$ cat src/rtl/if_fetch.sv
// rtl/if_fetch.sv - instruction fetch stage: PC, ROM access and 2-entry IF/ID buffer
module if_fetch #(
    parameter logic [31:0] RESET_PC = 32'h0000_0000
) (
    input  logic        clk,
    input  logic        rst,
    output logic        rom_ce,
    output logic [31:0] rom_addr,
    input  logic [31:0] rom_inst,
    input  logic        branch_flag_i,
    input  logic [31:0] branch_target_i,
    output logic        id_valid,
    input  logic        id_ready,
    output logic [31:0] id_pc,
    output logic [31:0] id_inst
);

    logic [31:0] fetch_pc_q, fetch_pc_d;
    logic        rom_ce_q, rom_ce_d;
    logic [31:0] buf_pc_q   [2];
    logic [31:0] buf_pc_d   [2];
    logic [31:0] buf_inst_q [2];
    logic [31:0] buf_inst_d [2];
    logic        rd_ptr_q, rd_ptr_d;
    logic        wr_ptr_q, wr_ptr_d;
    logic [1:0]  count_q, count_d;

    logic        pop;
    logic        push;
    logic        head_valid;

    assign head_valid = (count_q != 2'd0);
    assign pop        = head_valid & id_ready;
    // A full buffer still accepts a word when decode drains the head this cycle.
    assign push       = rom_ce_q & ~branch_flag_i & ((count_q < 2'd2) | pop);

    assign rom_ce   = rom_ce_q;
    assign rom_addr = fetch_pc_q;
    assign id_valid = head_valid;
    assign id_pc    = head_valid ? buf_pc_q[rd_ptr_q]   : 32'h0000_0000;
    assign id_inst  = head_valid ? buf_inst_q[rd_ptr_q] : 32'h0000_0000;

    always_comb begin
        fetch_pc_d = fetch_pc_q;
        rom_ce_d   = 1'b1;
        buf_pc_d   = buf_pc_q;
        buf_inst_d = buf_inst_q;
        rd_ptr_d   = rd_ptr_q;
        wr_ptr_d   = wr_ptr_q;
        count_d    = count_q;

        if (branch_flag_i) begin
            // Redirect flushes everything; a same-cycle pop needs no extra work.
            fetch_pc_d = {branch_target_i[31:2], 2'b00};
            rd_ptr_d   = 1'b0;
            wr_ptr_d   = 1'b0;
            count_d    = 2'd0;
        end else begin
            if (push) begin
                buf_pc_d[wr_ptr_q]   = fetch_pc_q;
                buf_inst_d[wr_ptr_q] = rom_inst;
                wr_ptr_d             = ~wr_ptr_q;
                fetch_pc_d           = fetch_pc_q + 32'd4;
            end
            if (pop) begin
                rd_ptr_d = ~rd_ptr_q;
            end
            count_d = count_q + {1'b0, push} - {1'b0, pop};
        end
    end

    always_ff @(posedge clk or negedge rst) begin
        if (!rst) begin
            fetch_pc_q <= RESET_PC;
            rom_ce_q   <= 1'b0;
            rd_ptr_q   <= 1'b0;
            wr_ptr_q   <= 1'b0;
            count_q    <= 2'd0;
            for (int i = 0; i < 2; i++) begin
                buf_pc_q[i]   <= 32'h0000_0000;
                buf_inst_q[i] <= 32'h0000_0000;
            end
        end else begin
            fetch_pc_q <= fetch_pc_d;
            rom_ce_q   <= rom_ce_d;
            rd_ptr_q   <= rd_ptr_d;
            wr_ptr_q   <= wr_ptr_d;
            count_q    <= count_d;
            for (int i = 0; i < 2; i++) begin
                buf_pc_q[i]   <= buf_pc_d[i];
                buf_inst_q[i] <= buf_inst_d[i];
            end
        end
    end

endmodule
$ cat config.mk
export PLATFORM = sky130hd
export DESIGN_NAME = if_fetch
export DESIGN_NICKNAME = d
export VERILOG_FILES = /design/src/rtl/if_fetch.sv
export SDC_FILE = /design/constraint.sdc
export NUM_CORES = 1
export LEC_CHECK = 0
export CAP_MARGIN = 25
export CORE_AREA = 3 3 139 141
export CTS_CLUSTER_DIAMETER = 200
export DETAILED_ROUTE_END_ITERATION = 16
export DIE_AREA = 0 0 142 144
export MAX_ROUTING_LAYER = met4
export PLACE_DENSITY_LB_ADDON = 0.2
export SKIP_LAST_GASP = 1
export SYNTH_ARGS = -nofsm -noshare
export SYNTH_HDL_FRONTEND = slang
export SYNTH_SLANG_ARGS = --single-unit
$ cat constraint.sdc
create_clock -name clk -period 1.8 [get_ports clk]
set_input_delay 0.18 -clock clk [delete_from_list [all_inputs] [get_ports clk]]
set_output_delay 0.18 -clock clk [all_outputs]
set_load 0.02 [all_outputs]
==> Word-level counts from Yosys, hierarchy flattened <==
Cells that the tools add are included.
{ "op_classes": {"order_cmp": 4, "n_reduce_logical": 5, "mux": 19, "bitwise_logic": 9, "n_addsub": 3} }
{ "op_table": {"columns": ["cell", "n"], "rows": [
  ["$mux W32", 11],
  ["$bwmux W64", 2],
  ["$add A32 B3 Y32 const B", 1],
  ["$demux W32 S1", 1],
  ["$reduce_bool A2 Y1", 3],
  ["$ge A2 B2 Y1 const B", 2],
  ["$mux W1", 4],
  ["$not A1 Y2", 2],
  ["$and A1 B1 Y1", 3],
  ["$not A1 Y1", 3],
  ["$add A2 B1 Y2", 1],
  ["$lt A2 B1 Y1 const B", 1],
  ["$lt A2 B2 Y1 const B", 1],
  ["$mux W2", 1],
  ["$reduce_and A2 Y1", 1],
  ["$sub A2 B1 Y2", 1],
  ["$logic_and A1 B1 Y1", 1],
  ["$or A1 B1 Y1", 1]
]} }
{ "word_totals": {"in_bits": 68, "output_inout_bits": 98, "regBits": 165, "wordCells": 49} }

==> Depth between registers and ports, before layout <==
Gate-level depths: netlist of run 1.
{ "logic_depth": {"word_depth": 7, "ltp_mapped": 9} }

==> Worst setup path before layout of run 1 <==
OpenSTA, ideal clock, no wires.
{ "synth_timing": {"path_kind": "flip-flop to flip-flop", "from": "register count_q[1]", "to": "register count_q[0]", "setup_ns": 0.128, "arrival_time_ns": 1.771, "stages_incl_launch_ff": 8, "t_required_ns": 1.672, "n_path_buf": 0, "setup_slack_ns": -0.099, "cell_sequence": "dfrtp_1 nor2_1 inv_1 and2_1 ha_1 inv_1 ha_1 nor2b_1"} }
{ "synth_via": {"elab_chain_len": 7, "elab_cells_between_ends": 8} }
{ "synth_lines": {"columns": ["item", "line_no", "text"], "rows": [
  ["start, declared", "26", "logic [1:0] count_q, count_d;"],
  ["start signal, assigned", "88", "count_q <= count_d;"],
  ["$reduce_bool A2 Y1 *", "32", "assign head_valid = (count_q != 2'd0);"],
  ["via id_valid", "12", "output logic id_valid,"],
  ["$and A1 B1 Y1 *", "33", "assign pop = head_valid & id_ready;"],
  ["$or A1 B1 Y1", "35", "assign push = rom_ce_q & ~branch_flag_i & ((count_q < 2'd2) | pop);"],
  ["$and A1 B1 Y1", "35", null],
  ["$add A2 B1 Y2", "68", "count_d = count_q + {1'b0, push} - {1'b0, pop};"],
  ["$sub A2 B1 Y2 *", "68", null],
  ["$mux W2 *", "52", "if (branch_flag_i) begin"],
  ["via count_d[0]", "26", null]
]} }
Mark *: on every way through the listed nets, which the timed path passes. The rest lies on a longest branch.
A chain may end at the register's enable or synchronous reset.

==> Worst setup path in the final report of run 1 <==
{ "layout_timing": {"from": "register rd_ptr_q", "to": "output id_inst[11]"} }
{ "layout_via": {"elab_chain_len": 5} }
{ "layout_lines": {"columns": ["item", "line_no", "text"], "rows": [
  ["start, declared", "24", "logic rd_ptr_q, rd_ptr_d;"],
  ["start signal, assigned", "86", "rd_ptr_q <= rd_ptr_d;"],
  ["$not A1 Y2 (not written as such)", "41", "assign id_inst = head_valid ? buf_inst_q[rd_ptr_q] : 32'h0000_0000;"],
  ["$mux W32 (not written as such) (3 in a row)", "41", null],
  ["$mux W32", "41", null],
  ["end, declared", "15", "output logic [31:0] id_inst"]
]} }
No other way between the ends. The select of a mux whose other input is x is not followed.

==> flow_results.org, run 1 <==
** Worst setup path
- The critical path is of the reg2out type.
- FF-to-FF End :: buf_inst_q[42]
- Grouping stages by cell kind, the critical path spends the most delay in flip-flops.
- For this run, the slowest stage of the critical path takes 550 ps.
- In this run the worst path has a maximum fanout of 17.
- For the worst flop-to-flop path, the logic depth is 6.
- Type of element launching the critical path :: flop
- Data on the critical path arrives at its endpoint at 1740 ps.
- The setup check on the worst reg-to-reg path leaves a slack of 60 ps.
- The critical path contains buffers and inverters numbering 3 combined.
- STA classifies the critical path endpoint as an output port.
- Chain of cells forming the critical path :: buf_16 -> buf_4 -> mux2i_2 -> nor2_1 -> buf_4
- The slowest stage of the critical path belongs to the cell sky130_fd_sc_hd__dfrtp_4.
- Among the stages of the critical path, the cell type that occurs most often is sky130_fd_sc_hd__buf_4.
- The worst register-to-register path begins at count_q[1].
- CP Data Required Time :: 1620 ps

** Detailed routing
- Vias per Instance :: 5.02
- The routed layout has 5,451 vias.
- Initial DRC count :: 189
- Number of routed nets with antenna violations :: 0
- For this run, design rule violations remaining after detail routing come to 0.
- Routed wirelength normalized by instance count :: 18.1 um
- The first detailed-routing pass ran for 4 iterations.
- Final WL :: 19.6 mm

** STA
- Period utilisation layout :: 107%
- Number of setup violations in the final report :: 42
- Max-Slew Margin vs Limit :: 62.6%
- For the final database, setup skew stands at 6.46 ps.
- Number of hold violations in the final report :: 0
- Setup slack on the critical path of the routed design comes to -117 ps.
- Setup repair after global routing could not meet its margin everywhere.
- Tightest Pin Transition :: 560 ps
- Subtracting the final worst setup slack from the clock period gives 1920 ps.
- Final Max Slew Viols :: 0
- Based on the critical path, the design can be clocked at up to 522 MHz.

** Floorplan
- The initial utilization of the core area, before any placement, comes to 41.3%.
- IO Count :: 166
- From bottom edge to top edge, the die measures 144 um.
- DIE AREA :: 0.0204 mm2
- FP Rows :: 49
- The core region is 0.0181 mm2.
- Die width :: 142 um

** Final layout
- Area used by sequential logic in the layout :: 0.00399 mm2
- Number of nets at the end of the flow :: 914
- Layout cell share with drive strength beyond 1 :: 35.3%
- Area grow syn2layout :: 40.8%
- Final cell count without fillers :: 1,086
- Fill cells in the final layout number 1,490.
- Area of the multi-input gates :: 0.00339 mm2
- Final standard cell area without fillers :: 0.0105 mm2

** Synth
- Synthesis produced a netlist whose cell count is 623.
- Netlist cell types :: 34
- Register bit count reported by yosys :: 159
- In this run the cell area of the synthesized design comes to 0.00747 mm2.
- A synthesized cell averages 12.0 um2.
- Yosys printed 0 warnings.
- The share of the Yosys chip area taken by registers is 53.3%.

** Placed design
- After legalization and detailed placement, the total HPWL measured 13.0 mm.
- Placed cell count :: 1,025
- Count of input and output buffers :: 159
- In this run the cell area measured after placement is 0.00968 mm2.
- Weighted congestion reported at the end of routability-driven placement :: 0.827

** Worst hold path
- The worst hold path passes through 4 cells.
- The min-delay analysis places its worst path in the category in2reg.
- Hold path startpoint :: branch_flag_i
- Hold Path Sink :: rom_addr[29]

** Clocking
- TritonCTS built the clock tree.
- CTS max path bufs :: 2
- The tree is rooted in a sky130_fd_sc_hd__clkbuf_16.
- The H-tree was split into 4 levels.
- Clock tree synthesis found a total of 159 sinks.
- The later pin in the worst-skew pair is clocked with a latency of 420 ps.
- Counting the buffers created by CTS gives 17.
- Clock slew at the register clock pins of the worst setup and hold paths :: 60 ps

** Status
- The final reports fail on setup timing.
- Result of the run :: finished with violations

** Global routing
- Entering global routing, the biggest net connects 61 pins.
- The via count of the first global-routing pass was 5,995.
- Antenna violations before repair :: 1
- First-pass GRT wire length :: 31.6 mm
- GRT Overall Usage :: 20.3%
- GR Overflow Total :: 0

** Job
- Max-cap violations in this run came to 0.

** Power and ir drop
- Largest voltage drop on the vdd net :: 0.785 mV
- Post-layout power :: 16,700 uW
- The analysis attributes to cell leakage a power of 0.00462 uW.
- Power spread over the standard cell area amounts to 1580 mW/mm2.
==> cell type report <==
class	instances	area share (%)
Multi-Input combinational cell	424	32.2
Clock inverter	11	1.09
Clock buffer	21	4.38
Antenna cell	1	0.0238
Sequential cell	159	37.9
Tap cell	229	2.72
Inverter	4	0.143
Timing Repair Buffer	237	21.5
==> kinds of logic after synthesis <==
logic type / Yosys count / share of synthesized area (%)
fa+ha+maj: 3 / 0.502
other cells: 2 / 0.101
mux: 186 / 27.0
simple gates: 166 / 10.3
compound gates: 33 / 2.24
buf+inv: 43 / 2.95
xor+xnor: 31 / 3.63
flops: 159 / 53.3
==> worst max path at each step <==
| stage | cells after the start | to | slack [ps] | from |
|---|---|---|---|---|
| floorplan | 6 | rom_addr[31] | 20 | rom_addr[4] |
| global placement | 7 | buf_pc_q[56] | -210 | id_ready |
| detailed placement | 7 | buf_pc_q[50] | -230 | id_ready |
| CTS | 4 | id_pc[26] | -170 | rd_ptr_q |
| global route | 5 | id_pc[18] | -160 | rd_ptr_q |
| finish | 5 | id_inst[11] | -120 | rd_ptr_q |
==> report_power, final <==
part	total, uW	internal [uW]	switching [uW]
Clock	3520	2100	1410
Combinational	7460	3800	3650
Sequential	5700	4930	774
Total	16700	10800	5840
==> Yosys cell counts (all sizes together) <==
library cell	n	share of area, %
mux2	123	19
nand2b	1	0.084
nor2b	1	0.084
buf	25	2.0
o21ai	31	2.1
mux2i	63	8.4
or3	2	0.17
and4	3	0.39
conb	2	0.10
nand2	43	2.2
nand4	7	0.67
dfrtp	159	53
nand3	12	0.80
and3	7	0.59
ha	3	0.50
nor4	6	0.79
nor3	5	0.33
inv	4	0.20
xnor2	18	2.1
and2	4	0.33
nor2	74	3.8
clkbuf	14	0.70
or4	1	0.15
xor2	13	1.5
a31oi	2	0.17
==> state kept, by name, summed over array words and instances, names as in the netlist <==
| register | cells |
|---|---|
| rd_ptr_q | 1 |
| rom_addr | 30 |
| wr_ptr_q | 1 |
| buf_pc_q | 60 |
| rom_ce | 1 |
| count_q | 2 |
| buf_inst_q | 64 |
==> per-stage QoR <==
stage                     hold WS, ps  utilization, %  setup WS [ps]  TNS, ps
after floorplan                  -116               -           16.8        0
after global placement            148            53.5           -208   -21060
after detailed placement          155            53.5           -235   -23840
after CTS                         206            57.5           -172    -4790
after global routing              239            58.2           -163    -5180
final                             225            58.2           -117    -1560
==> repair_timing <==
item | CTS | global route
pin swaps | 2 | 7
gates cloned | 5 | 1
hold buffers | 1 | 0
setup endpoints to repair | 66 | 86
hold endpoints to repair | 44 | 0
gates resized for setup | 241 | 91
buffers inserted | 12 | 11
==> cells in the final DEF (no fill, tap or decap), types with 5 or more instances in the layout <==
master / n
sky130_fd_sc_hd__and3_1: 6
sky130_fd_sc_hd__o21ai_0: 24
sky130_fd_sc_hd__conb_1: 5
sky130_fd_sc_hd__o21ai_1: 7
sky130_fd_sc_hd__buf_4: 102
sky130_fd_sc_hd__mux2i_2: 7
sky130_fd_sc_hd__dfrtp_1: 156
sky130_fd_sc_hd__nor3_1: 5
sky130_fd_sc_hd__nand4_1: 6
sky130_fd_sc_hd__clkbuf_16: 18
sky130_fd_sc_hd__clkinv_2: 6
sky130_fd_sc_hd__nor2_1: 72
sky130_fd_sc_hd__clkdlybuf4s50_1: 89
sky130_fd_sc_hd__xnor2_1: 18
sky130_fd_sc_hd__buf_2: 15
sky130_fd_sc_hd__buf_16: 5
sky130_fd_sc_hd__xor2_1: 13
sky130_fd_sc_hd__buf_12: 12
sky130_fd_sc_hd__mux2i_1: 56
sky130_fd_sc_hd__mux2_2: 103
sky130_fd_sc_hd__nand2_1: 42
sky130_fd_sc_hd__nand3_1: 10
sky130_fd_sc_hd__mux2_1: 20
==> tightest hold or removal path, cell delays in order <==
cell and delay, ps:
sky130_fd_sc_hd__buf_2 120, sky130_fd_sc_hd__inv_1 70, sky130_fd_sc_hd__buf_4 150, sky130_fd_sc_hd__a31oi_1 70
==> per-layer routing <==
layer  global-route usage, %  part of all wire, %  vias up
met2                    32.9                   48      142
met4                    5.86                  1.2        0
li1                        -                    -     2595
met1                    25.5                   44     2696
met5                       -                    0        -
met3                    5.13                  5.9       18
(Power assumes the default switching activity.)
==> run 2: changes to the inputs <==
- CTS_CLUSTER_SIZE: not set -> 12
- MAX_ROUTING_LAYER: met4 -> not set
- SKIP_LAST_GASP: 1 -> not set
==> run 2 against run 1 <==
The run still ends with setup timing left. Cell count is essentially flat. Routed wire length is essentially flat. Via count grew 0.77%. Die area is the same. Worst setup slack lost 13 ps. First-iteration DRC count shrank 2.6%. Critical endpoint is now id_pc[12]. Flip-flop and latch count is the same. Register-to-register slack gained 20 ps. Sequential share of layout area shrank 0.10 points. Hold slack gained 21 ps. Clock skew grew 1.1 ps. Largest cell class unchanged. Clock power is essentially flat.
==> flow_results.org, run 2 (synthesis results as in run 1) <==
** Placed design
- Weighted congestion reported at the end of routability-driven placement :: 0.815 (-1.5%)
- Instance area at placement :: 0.00968 mm2 (unchanged)
- The number of buffer cells added on primary ports is 159 (unchanged).
- The total half-perimeter wirelength after legalization and detailed placement was 13.0 mm (unchanged).
- The total placed cells including tap cells is 1,025 (unchanged).

** Floorplan
- FP Rows :: 49 (unchanged)
- The die outline area was 0.0204 mm2 (unchanged).
- The effective utilization at floorplan came to 41.3% (unchanged).
- Die width :: 142 um (unchanged)
- Die Ht :: 144 um (unchanged)
- IO Count :: 166 (unchanged)
- Core area :: 0.0181 mm2 (unchanged)

** Power and ir drop
- The net switching fraction of the power is 34.9% (-0.095 points).
- The worst ir drop on vdd is 0.793 mV (+1.1%).
- Part of the power in the clock network :: 21.0% (about the same)
- Leakage :: 0.00461 uW (-0.11%)
- The combinational cell fraction of total power is 44.9% (+0.2 points).
- The internal portion of total power was 10,900 uW (+0.49%).
- Fraction of power consumed by sequential logic :: 34.1% (about the same)
- Total power divided by cell area :: 1590 mW/mm2 (about the same)
- The power dissipated by switching net loads was 5840 uW (about the same).

** STA
- Final Max Slew Viols :: 0 (unchanged)
- The maximum clock skew at final layout was 7.51 ps (+1.06 ps).
- The final setup violation count was 39 (-7.1%).
- The post-route setup TNS came to -1470 ps (+90.6 ps).
- Crit path setup slack, layout :: -130 ps (-12.8 ps)
- The minimum clock period was 1930 ps (+12.8 ps).
- Number of hold violations in the final report :: 0 (unchanged)
- Tightest Pin Transition :: 569 ps (+8.30 ps)
- Period utilisation layout :: 107% (+0.71 points)
- The worst slew slack as a fraction of its limit is 62.1% (-0.55 points).
- Setup repair after global routing could not meet its margin everywhere.
- The maximum clock rate came to 518 MHz (-0.66%).

** Final layout
- More flip-flops sit in one register than any other, and that register is buf_inst_q.
- Most frequent cells in the layout :: 156 x sky130_fd_sc_hd__dfrtp_1, 103 x sky130_fd_sc_hd__mux2_2, 98 x sky130_fd_sc_hd__buf_4, 90 x sky130_fd_sc_hd__clkdlybuf4s50_1, 72 x sky130_fd_sc_hd__nor2_1
- The number of flip-flops in the largest register came to 64 (unchanged).
- The area growth from synthesis to layout is 41.2%.
- The final net count came to 914 (unchanged).
- The number of diodes added for antenna fixing came to 0 (-1).
- Final standard cell area without fillers :: 0.0105 mm2 (+0.27%)
- The proportion of layout cells with a drive suffix above 1 is 35.4% (+0.12 points).
- The number of standard cells in the final layout excluding fillers was 1,085 (-0.092%).
- The library cell used most frequently in the layout, excluding fill and tap cells, is sky130_fd_sc_hd__dfrtp_1.

** Worst setup path
- Among the stages of the critical path, the cell type that occurs most often is sky130_fd_sc_hd__buf_4.
- Endpoint type of the worst setup path :: output port
- FF-to-FF End :: count_q[0]
- Worst stage delay on the critical path :: 550 ps (about the same)
- Chain of cells forming the critical path :: buf_4 -> buf_16 -> mux2i_1 -> nor2_1 -> buf_4
- The slowest stage of the critical path is the sky130_fd_sc_hd__dfrtp_4 cell.
- The largest fanout on the critical path is 7 (-10).
- STA classifies the critical path startpoint as a flop.
- CP Data Required Time :: 1620 ps (about the same)
- Worst EP arrival :: 1750 ps (about the same)
- The minimum setup slack among reg-to-reg paths is 80 ps (+20 ps).
- The worst setup path is of the reg2out kind.
- The startpoint identified for the worst register-to-register timing path is count_q[1].
- Depth of the worst register-to-register path :: 8 (+2)

** Detailed routing
- The first-pass detailed-route iteration total was 4 (unchanged).
- Residual DRC count :: 0 (unchanged)
- Initial DRC count :: 184 (-2.6%)
- Routed wirelength normalized by instance count :: 18.1 um (about the same)
- The routed via count was 5,493 (+0.77%).
- Vias per Instance :: 5.06 (+0.86%)
- Final WL :: 19.6 mm (about the same)
- Number of routed nets with antenna violations :: 0 (unchanged)

** Clocking
- CTS placed an instance of sky130_fd_sc_hd__clkbuf_16 at the clock tree root.
- Clock slew at the register clock pins of the worst setup and hold paths :: 60 ps (about the same)
- Number of clock buffers inserted by TritonCTS :: 17 (unchanged)
- The deepest level of the CTS H-tree is 4 (unchanged).
- The count of clock tree sinks is 159 (unchanged).
- The clock network latency to the later pin of the worst-skew pair is 410 ps (about the same).
- TritonCTS built the clock tree.
- CTS max path bufs :: 2 (unchanged)

** Global routing
- The overall global routing resource usage was 19.6% (-0.72 points).
- Largest net degree at the start of global routing :: 61 (unchanged)
- GR Overflow Total :: 0 (unchanged)
- The initial antenna violation count was 1 (unchanged).
- Vias in the first global route :: 5,994 (-0.017%)
- First-pass GRT wire length :: 31.4 mm (-0.50%)

** Job
- Max-cap violations :: 0 (unchanged)

** Status
- Failing checks :: setup timing
- Result of the run :: finished with violations

** Worst hold path
- Hold Path Sink :: rom_addr[29]
- The worst hold path belongs to the class in2reg.
- The cell depth of the worst min-delay path was 4 (unchanged).
- The worst hold path begins at branch_flag_i.
[run 2: cell types whose count changed in the layout (fill, tap and decap cells not counted), sizes merged]
| cell | change |
|---|---|
| buf | +2 |
| clkbuf | -2 |
| dlymetal6s2s | -1 |
| diode | -1 |
| clkdlybuf4s50 | +1 |
[run 2: worst max-delay path by stage]
stage	from	end	slack, ps	depth (start not counted)
floorplan	rom_addr[4]	rom_addr[31]	20	6
global placement	id_ready	buf_pc_q[56]	-210	7
detailed placement	id_ready	buf_pc_q[50]	-230	7
CTS	rd_ptr_q	id_inst[17]	-140	6
global route	rd_ptr_q	id_pc[10]	-160	5
finish	rd_ptr_q	id_pc[12]	-130	5
[run 2: worst max-delay path: cells and delay by family (launching register included)]
kind,cells,cell delay (ps)
flops,1,550
simple gates,1,170
buf+inv,3,510
mux,1,120
[run 2: power groups by stage]
stage / logic (uW) / registers, uW / clock network, uW
floorplan: 4000 / 5580 / 0
global placement: 6880 / 5600 / 0
detailed placement: 7020 / 5710 / 0
CTS: 7330 / 5670 / 3580
global route: 8080 / 5870 / 3720
finish: 7520 / 5700 / 3510
[run 2: layer usage]
metal  GRT usage, %  part of all wire [%]  up-vias
li1               -                     -     2593
met1           25.3                    44     2725
met2           32.8                    48      146
met3           4.70                   5.8       27
met4           6.31                   1.7        2
met5              0                 0.066        -
[run 2: timing repair]
item                                   4_1_cts  5_1_grt
hold buffers                                 1        0
resized for setup                          294       53
endpoints found under the hold margin       44        0
cloned                                       5        1
setup endpoints to repair                   66       77
pin swaps                                    2        6
buffers inserted                            12       11
[run 2: layout make-up]
class | instances | area (um2)
repair buffers | 237 | 2290
fillers | 1486 | 7540
well taps | 229 | 287
clock buffers | 21 | 460
flip-flops and latches | 159 | 3990
inverters | 4 | 15.0
multi-input cells | 424 | 3390
clock inverters | 11 | 115
[run 2: per-stage QoR]
| stage | hold WS (ps) | setup WS, ps | utilization, % | total power [uW] |
|---|---|---|---|---|
| 2_1_floorplan | -116 | 16.8 | - | 9580 |
| 6_report | 246 | -130 | 58.3 | 16700 |
| 5_1_grt | 262 | -160 | 58.3 | 17700 |
| 3_5_place_dp | 155 | -235 | 53.5 | 12700 |
| 3_3_place_gp | 148 | -208 | 53.5 | 12500 |
| 4_1_cts | 206 | -141 | 57.2 | 16600 |
==> run 3: changes to the inputs <==
- clock period: 1.8 -> 2.1 ns (I/O delays scaled with it)
==> run 3 against run 2 <==
The flow now finishes without violations. Clock power is 12% lower. Combinational power is 29% lower. Worst setup slack better by 260 ps. Clock skew is 5.7 ps higher. Flip-flop and latch count stayed put. Sequential share of layout area is 1.9 points higher. Total power is 21% lower. Die area stayed put. Largest power group unchanged. Via count is 5.5% lower.
==> flow_results.org, run 3 (synthesis results as in run 1) <==
** Detailed routing
- Vias per Instance :: 5.01 (-0.99%)
- The DRC violation count after routing is 0 (unchanged).
- The number of nets still failing antenna checks after routing came to 0 (unchanged).
- Initial DRC count :: 138 (-25%)
- Routed wirelength normalized by instance count :: 17.1 um (-5.6%)
- The routed via count was 5,193 (-5.5%).
- Final WL :: 17.7 mm (-9.8%)
- Number of iterations in the first detailed-routing pass :: 5 (+1)

** Clocking
- Number of clock buffers inserted by TritonCTS :: 17 (unchanged)
- The maximum root-to-sink buffer count came to 2 (unchanged).
- CTS sink count :: 159 (unchanged)
- The clock slew at the register clock pins of the worst setup and hold paths was 60 ps (about the same).
- Clock tree from TritonCTS :: done
- Clk_lat worst skew :: 420 ps (about the same)
- The deepest level of the CTS H-tree was 4 (unchanged).
- Clock root buffer :: sky130_fd_sc_hd__clkbuf_16

** Worst setup path
- Worst stage delay on the critical path :: 470 ps (-80 ps)
- The number of buffer and inverter stages on the critical path came to 2 (-1).
- Chain of cells forming the critical path :: buf_12 -> mux2i_1 -> nor2_1 -> dlygate4sd2_1
- Grouping stages by cell kind, the critical path spends the most delay in buffers and inverters.
- The largest fanout on the critical path came to 25 (+18).
- The arrival time at the worst endpoint was 1760 ps (about the same).
- The largest individual stage delay along the critical path comes from the cell sky130_fd_sc_hd__dfrtp_4.
- By startpoint and endpoint, the worst setup path is classified as reg2out.
- STA classifies the critical path endpoint as an output port.
- The worst setup path is launched from a flop.
- The data required time at the worst endpoint was 1890 ps (+270 ps).

** Placed design
- The total half-perimeter wirelength after legalization and detailed placement came to 12.4 mm (-4.5%).
- Weighted congestion reported at the end of routability-driven placement :: 0.807 (-0.95%)
- Count of input and output buffers :: 159 (unchanged)
- Instance area at placement :: 0.00950 mm2 (-1.8%)

** Final layout
- Post-route core utilization :: 55.5% (-2.9 points)
- Largest register FFs :: 64 (unchanged)
- The final net count was 865 (-5.4%).
- Most common library cell in the layout ignoring fill and taps :: sky130_fd_sc_hd__dfrtp_1
- The proportion of layout cells with a drive suffix above 1 came to 21.7% (-14 points).
- Area used by sequential logic in the layout :: 0.00398 mm2 (about the same)
- Register ranked first by flip-flop count :: buf_inst_q
- Area grow syn2layout :: 34.3%
- The number of diodes added for antenna fixing came to 0 (unchanged).
- Final standard cell area without fillers :: 0.0100 mm2 (-4.9%)
- The combined area of the multi-input logic cells is 0.00331 mm2 (-2.5%).
- Most frequent cells in the layout :: 158 x sky130_fd_sc_hd__dfrtp_1, 103 x sky130_fd_sc_hd__mux2_2, 95 x sky130_fd_sc_hd__clkdlybuf4s50_1, 72 x sky130_fd_sc_hd__nor2_1, 63 x sky130_fd_sc_hd__mux2i_1
- Fillers :: 1,561 (+5.0%)

** Power and ir drop
- Post-layout power :: 13,300 uW (-21%)
- Total power divided by cell area :: 1320 mW/mm2 (-17%)
- Leakage :: 0.00439 uW (-4.9%)
- Largest voltage drop on the vdd net :: 0.659 mV (-17%)

** Floorplan
- Die width :: 142 um (unchanged)
- DIE AREA :: 0.0204 mm2 (unchanged)
- The number of primary I/O pins was 166 (unchanged).
- The effective utilization at floorplan came to 41.3% (unchanged).
- The cell row count came to 49 (unchanged).
- Die Ht :: 144 um (unchanged)
- The placeable core area was 0.0181 mm2 (unchanged).

** STA
- Final setup TNS :: 0 ps (+1470 ps)
- Max-Slew Margin vs Limit :: 59.1% (-3.0 points)
- Fmax :: 508 MHz
- Setup repair after global routing missed its margin :: false
- The transition time at the pin with the least slew margin is 614 ps (+44.9 ps).
- Min Clock Period, post-route :: 1970 ps
- Number of setup violations in the final report :: 0 (-100%)
- Number of hold violations in the final report :: 0 (unchanged)
- Clock Skews :: 13.3 ps (+5.74 ps)
- The worst path uses 93.6% of the clock period.
- Final Max Slew Viols :: 0 (unchanged)

** Global routing
- The global-route wire length before repair came to 28.9 mm (-8.1%).
- GR Overflow Total :: 0 (unchanged)
- Largest net degree at the start of global routing :: 64 (+4.9%)
- The via count of the first global-routing pass is 5,535 (-7.7%).
- The overall global routing resource usage came to 17.9% (-1.7 points).
- Antenna violations before repair :: 1 (unchanged)

** Status
- Result of the run :: finished, final reports clean

** Worst hold path
- Hold/Removal Path Class :: in2reg

** Job
- Max-cap violations :: 0 (unchanged)
run 3: cell count changes in the layout (fill, tap and decap cells not counted), sizes merged:
cell,delta
dlymetal6s2s,-1
clkdlybuf4s15,-1
dlygate4sd2,+59
clkinv,-5
clkdlybuf4s50,+5
clkinvlp,+3
clkbuf,-4
inv,+5
buf,-110
run 3: per-layer routing:
layer  part of all wire [%]  vias up  wire length [um]  GRT usage, %
met1                     46     2536              8230          23.9
met3                    5.3       23               946          4.83
met2                     47      144              8260          28.7
li1                       -     2488                 -             -
met4                    1.4        2               254          5.45
met5                  0.073        -                13             0
run 3: final timing paths:
kind | start | endpoint | slack [ps] | cells past startpoint
setup reg to reg | rom_addr[7] | rom_addr[31] | 240 | 5
hold reg to reg | buf_inst_q[47] | buf_inst_q[47] | 490 | 1
max in group asynchronous | rst | buf_inst_q[30] | 1040 | 3
min in group asynchronous | rst | buf_inst_q[48] | 360 | 2
setup / recovery | rd_ptr_q | id_pc[15] | 130 | 4
hold / removal | branch_flag_i | rom_addr[31] | 260 | 3
run 3: report_power, final:
part	switching [uW]	internal (uW)	total, uW
Clock	1280	1800	3080
Combinational	2800	2540	5340
Sequential	638	4220	4850
Total	4720	8550	13300
run 3: stage by stage:
step | hold WS [ps] | cells | worst slack (ps)
2_1_floorplan | -85.6 | 626 | 201
3_3_place_gp | 237 | 1003 | 23.9
3_5_place_dp | 243 | 1003 | -14.9
4_1_cts | 237 | 1036 | 96.3
5_1_grt | 267 | 1036 | 8.16
6_report | 258 | 1036 | 133
run 3: final cells by class:
class,instances,share of cell area [%]
inverters,4,0.150
clock buffers,18,4.38
well taps,229,2.86
multi-input cells,424,33.0
repair buffers,188,18.4
flip-flops and latches,159,39.7
clock inverters,14,1.56
run 3: timing repair:
| action | in CTS | in global routing |
|---|---|---|
| endpoints found under the hold margin | 60 | 0 |
| gates resized for setup | 62 | 0 |
| buffers inserted | 0 | 0 |
| setup endpoints to repair | 62 | 0 |
| hold buffers | 1 | 0 |
run 3: worst min-delay path, stage by stage:
cell,delay (ps)
sky130_fd_sc_hd__buf_2,120
sky130_fd_sc_hd__inv_1,130
sky130_fd_sc_hd__a31oi_1,160
